`config.mk`:
```
export PLATFORM = sky130hd
export DESIGN_NAME = key_debounce_sync
export DESIGN_NICKNAME = d
export VERILOG_FILES = /design/src/rtl/key_debounce_sync.sv
export SDC_FILE = /design/constraint.sdc
export NUM_CORES = 1
export LEC_CHECK = 0
export CORE_MARGIN = 4
export CORE_UTILIZATION = 44
export CTS_CLUSTER_DIAMETER = 100
export CTS_CLUSTER_SIZE = 25
export DETAILED_ROUTE_END_ITERATION = 16
export GPL_TIMING_DRIVEN = 0
export SLEW_MARGIN = 25
export SYNTH_ARGS = -nofsm -noshare
export SYNTH_HDL_FRONTEND = slang
export SYNTH_SLANG_ARGS = --single-unit
```
`constraint.sdc`:
```
create_clock -name EXTCLK -period 2.8 [get_ports EXTCLK]
set_clock_uncertainty 0.2 [all_clocks]
set_input_delay 0.56 -clock EXTCLK [delete_from_list [all_inputs] [get_ports EXTCLK]]
set_output_delay 0.56 -clock EXTCLK [all_outputs]
set_load 0.005 [all_outputs]
```
`src/rtl/key_debounce_sync.sv`:
```
// key_debounce_sync: conditions the raw active-low DE0-Nano push-buttons.
// Each key gets a two-flop synchronizer, a stability counter and a
// four-state debounce FSM. The FSM produces a clean level, one-cycle
// press/release pulses and a toggle latch that flips on every press.
// Keys are fully independent; nothing is shared between generate lanes.

module key_debounce_sync #(
   parameter int EXT_CLOCK_FREQ  = 50000000,
   parameter int KEY_SIZE        = 2,
   parameter int DEBOUNCE_CYCLES = EXT_CLOCK_FREQ / 100
) (
   input  logic                EXTCLK,
   input  logic                RST,
   input  logic [KEY_SIZE-1:0] KEY,
   output logic [KEY_SIZE-1:0] key_level,
   output logic [KEY_SIZE-1:0] key_press,
   output logic [KEY_SIZE-1:0] key_release,
   output logic [KEY_SIZE-1:0] key_toggle
);

   // Counter only has to reach DEBOUNCE_CYCLES-1, so this width never wraps.
   localparam int CNT_WIDTH = $clog2(DEBOUNCE_CYCLES + 1);
   localparam logic [CNT_WIDTH-1:0] CNT_LAST = CNT_WIDTH'(DEBOUNCE_CYCLES - 1);
   localparam logic [CNT_WIDTH-1:0] CNT_ONE  = CNT_WIDTH'(1);

   typedef enum logic [1:0] {
      IDLE_UP    = 2'd0,
      CHECK_DOWN = 2'd1,
      HELD_DOWN  = 2'd2,
      CHECK_UP   = 2'd3
   } state_t;

   for (genvar i = 0; i < KEY_SIZE; i++) begin : g_key

      logic                 sync_meta;
      logic                 sync_stable;
      logic                 sync_pressed;
      state_t               state;
      logic [CNT_WIDTH-1:0] cnt;
      logic                 level_q;
      logic                 press_q;
      logic                 release_q;
      logic                 toggle_q;

      // Two-flop synchronizer; resets to 1 so the key reads as released.
      always_ff @(posedge EXTCLK or posedge RST) begin
         if (RST) begin
            sync_meta   <= 1'b1;
            sync_stable <= 1'b1;
         end else begin
            sync_meta   <= KEY[i];
            sync_stable <= sync_meta;
         end
      end

      assign sync_pressed = ~sync_stable;

      // Debounce FSM: a change must hold DEBOUNCE_CYCLES edges in a CHECK state before it commits.
      always_ff @(posedge EXTCLK or posedge RST) begin
         if (RST) begin
            state     <= IDLE_UP;
            cnt       <= '0;
            level_q   <= 1'b0;
            press_q   <= 1'b0;
            release_q <= 1'b0;
            toggle_q  <= 1'b0;
         end else begin
            press_q   <= 1'b0;
            release_q <= 1'b0;
            case (state)
               IDLE_UP: begin
                  if (sync_pressed) begin
                     state <= CHECK_DOWN;
                     cnt   <= '0;
                  end
               end
               CHECK_DOWN: begin
                  if (!sync_pressed) begin
                     state <= IDLE_UP;
                     cnt   <= '0;
                  end else if (cnt == CNT_LAST) begin
                     state    <= HELD_DOWN;
                     cnt      <= '0;
                     level_q  <= 1'b1;
                     press_q  <= 1'b1;
                     toggle_q <= ~toggle_q;
                  end else begin
                     cnt <= cnt + CNT_ONE;
                  end
               end
               HELD_DOWN: begin
                  if (!sync_pressed) begin
                     state <= CHECK_UP;
                     cnt   <= '0;
                  end
               end
               CHECK_UP: begin
                  if (sync_pressed) begin
                     state <= HELD_DOWN;
                     cnt   <= '0;
                  end else if (cnt == CNT_LAST) begin
                     state     <= IDLE_UP;
                     cnt       <= '0;
                     level_q   <= 1'b0;
                     release_q <= 1'b1;
                  end else begin
                     cnt <= cnt + CNT_ONE;
                  end
               end
               default: begin
                  state <= IDLE_UP;
                  cnt   <= '0;
               end
            endcase
         end
      end

      assign key_level[i]   = level_q;
      assign key_press[i]   = press_q;
      assign key_release[i] = release_q;
      assign key_toggle[i]  = toggle_q;

   end

endmodule

```
==> flow_summary.json <==
{
  "rows": 28,
  "track_usage_pct": 17.1,
  "setup_tns_ns": 0,
  "ys_types": 42,
  "yosysSeqAreaShare_pct": 47.8,
  "drtIter0Drc": 151,
  "reg2reg_to": "g_key[0].cnt[10]",
  "outcome": "completed",
  "ys_warn_count": 0,
  "dr.pass1.iters": 4,
  "area_growth_pct": 11.9,
  "synth-edff-count": 0,
  "die_w_um": 88.3,
  "clk_pin_slew_worst_paths_ns": 0.10,
  "yosysMostFrequentCell": "dfrtp_1",
  "fmax_mhz": 403,
  "r2r_cells": 8,
  "power_density_nw_per_um2": 686,
  "dieArea_um2": 7790,
  "drive_gt1_share_pct": 10.3,
  "synth-compound-area-share_pct": 13.8,
  "worstPathMaxFanout": 10,
  "clockBufferDepth": 2,
  "fill_cells": 581,
  "coreArea_um2": 6100,
  "p_leak_nw": 1.35,
  "synth_xor_area_share_pct": 1.85,
  "grt_overflow_total": 0,
  "antenna_found_initial": 0,
  "fin_crit_ns": 2.48,
  "cts-root-buf": "clkbuf_8",
  "vias": 2292,
  "worst_r2r_startpoint": "g_key[0].cnt[0]",
  "gp_congestion": 0.848,
  "maxCapViolations": 0,
  "yosys.area_share.simple_pct": 26.7,
  "synth_seq_cells": 54,
  "die_h_um": 88.3,
  "cp.arrival_ns": 2.49,
  "relSlewSlack_pct": 52.0,
  "synth_cells": 310,
  "cts_resized": 0,
  "whs_ns": 0.160,
  "numCtsBuffers": 5,
  "fin_crit_sh_pct": 88.6,
  "synth-main-ff-cell": "dfrtp_1",
  "synth_area_leaders": "dfrtp_1 44%, nand3_1 4.8%, nand2_1 3.8%",
  "synthAdderAreaFrac_pct": 0.883,
  "worstHoldEndpoint": "g_key[0].sync_stable",
  "rrSetupSlack_ns": 0.32,
  "critPathRequiredTime_ns": 2.81,
  "vdd_drop_max_mv": 0.435,
  "muxShareOfSynthArea_pct": 2.16,
  "syn_area_per_cell_um2": 9.15,
  "ctsHtreeMaxLevel": 2,
  "drv_slew": 0,
  "start_util_pct": 46.5,
  "grt_max_degree": 30,
  "worst_setup_path_end_kind": "flop",
  "synth_top_family_by_area": "simple AND/OR/NAND/NOR gates",
  "setup_viol": 0,
  "ctsHoldBuffers": 0,
  "tightest_slew_ns": 0.714,
  "cp-start-kind": "flop",
  "hold_path_startpoint": "g_key[0].sync_meta",
  "grt_pass1_wl_um": 10400,
  "synth_top_area_share_pct": 44.1,
  "synth_nets": 316,
  "hpwl_um": 4290,
  "finalWirelength_um": 6040,
  "io_pins": 12,
  "post_cts_buffers": 0,
  "synth-async-reset-ratio_pct": 100,
  "synthesis.area_um2": 2840,
  "worstHoldPathCells": 0,
  "synth_top_area_cell": "dfrtp_1",
  "rsz0062_at_grt": "no",
  "num_antenna_cells": 0,
  "wl_per_cell_um": 14.9,
  "cts_tree": "built",
  "power_w": 0.00218,
  "finalHoldViolCount": 0,
  "avgViaCountPerCell": 5.66,
  "path_class": "reg2reg",
  "synth_common_cells": "50 x dfrtp_1, 29 x nand2_1, 27 x nand3_1",
  "grt_pass1_vias": 2117,
  "cts.sinks": 54,
  "finalNetCount": 335,
  "hp-class": "reg2reg",
  "clock_latency_ns": 0.32,
  "io_buffers": 11,
  "ant_nets": 0,
  "drc": 0
}
area by class of cell:
type / instances / area [um^2] / share of cell area, %
clock buffer: 6 / 72.6 / 2.29
clock inverter: 2 / 37.5 / 1.18
inverter: 19 / 73.8 / 2.33
multi-input combinational: 218 / 1290 / 40.6
sequential: 54 / 1360 / 42.8
tap: 75 / 93.8 / 2.96
buffer: 19 / 121 / 3.83
timing repair buffer: 12 / 130 / 4.10
how the worst max path moves through the flow:
stage                             endpoint  cells after the start             from
after floorplan           g_key[0].cnt[12]                      8  g_key[0].cnt[0]
after global placement     g_key[1].cnt[3]                      2              RST
after detailed placement  g_key[0].cnt[10]                      8  g_key[0].cnt[0]
after CTS                 g_key[0].cnt[10]                      8  g_key[0].cnt[0]
after global routing      g_key[0].cnt[10]                      8  g_key[0].cnt[0]
final                     g_key[0].cnt[10]                      8  g_key[0].cnt[0]
stage by stage:
stage / instance area, um^2 / setup slack [ns] / std cells / util [%]
4_1_cts: 3170 / 0.344 / 405 / 52.0
6_report: 3170 / 0.320 / 405 / 52.0
3_3_place_gp: 3040 / -0.388 / 396 / 49.9
2_1_floorplan: 2840 / 0.688 / 310 / -
3_5_place_dp: 3060 / 0.362 / 397 / 50.2
5_1_grt: 3170 / 0.123 / 405 / 52.0
layout by cell type (no fill, tap or decap), types with 2 or more instances in the layout:
cell             instances
dfrtp_1                 50
nand2_1                 29
nand3_1                 27
o21ai_0                 21
a21oi_1                 19
inv_1                   18
nor3_1                  18
nor2_1                  13
nand4_1                 12
or3_1                   11
clkdlybuf4s50_1         11
buf_4                    9
clkbuf_1                 8
a21o_1                   8
and3_1                   6
nor4_1                   6
mux2i_1                  5
clkbuf_8                 5
dfstp_2                  4
xnor2_1                  3
a31oi_1                  3
a211o_1                  3
o22ai_1                  3
nand2b_1                 3
or2_2                    3
xor2_1                   3
a22o_1                   3
nor4b_1                  2
buf_6                    2
and4_1                   2
o31ai_1                  2
ha_1                     2
cells by family after synthesis:
kind of cell               Yosys count
DFF                                 54
buffers and inverters               38
adders and majority gates            2
xor gates and xnor gates             6
and+or+nand+nor                    139
AOI/OAI and AO/OA                   65
muxes                                6
flip-flops by register name, indices dropped and copies added (netlist names), named ones only:
signal             flops
g_key.sync_meta        2
g_key.toggle_q         2
g_key.press_q          2
g_key.cnt             38
g_key.state            2
g_key.sync_stable      2
g_key.level_q          2
g_key.release_q        2
power breakdown:
| part | internal, W | switching, W |
|---|---|---|
| sequential | 0.000844 | 0.0000712 |
| combinational | 0.000258 | 0.000474 |
| clock | 0.000267 | 0.000262 |
critical path, cell delays in order, from the launching register on:
cell and delay, ns:
dfrtp_1 0.41, ha_1 0.23, nand4_1 0.24, nor4_2 0.42, a31o_2 0.21, buf_2 0.19, buf_4 0.20, o21ai_0 0.08
a21o_1 0.19
layer usage:
metal  wire [um]  share of wire [%]  GRT usage, %
met3         329                5.4          4.47
met5           0                  0             0
met4          29               0.48          3.98
met1        3090                 51          25.2
met2        2590                 43          25.4
No activity file was read; power rests on OpenSTA's default activity.
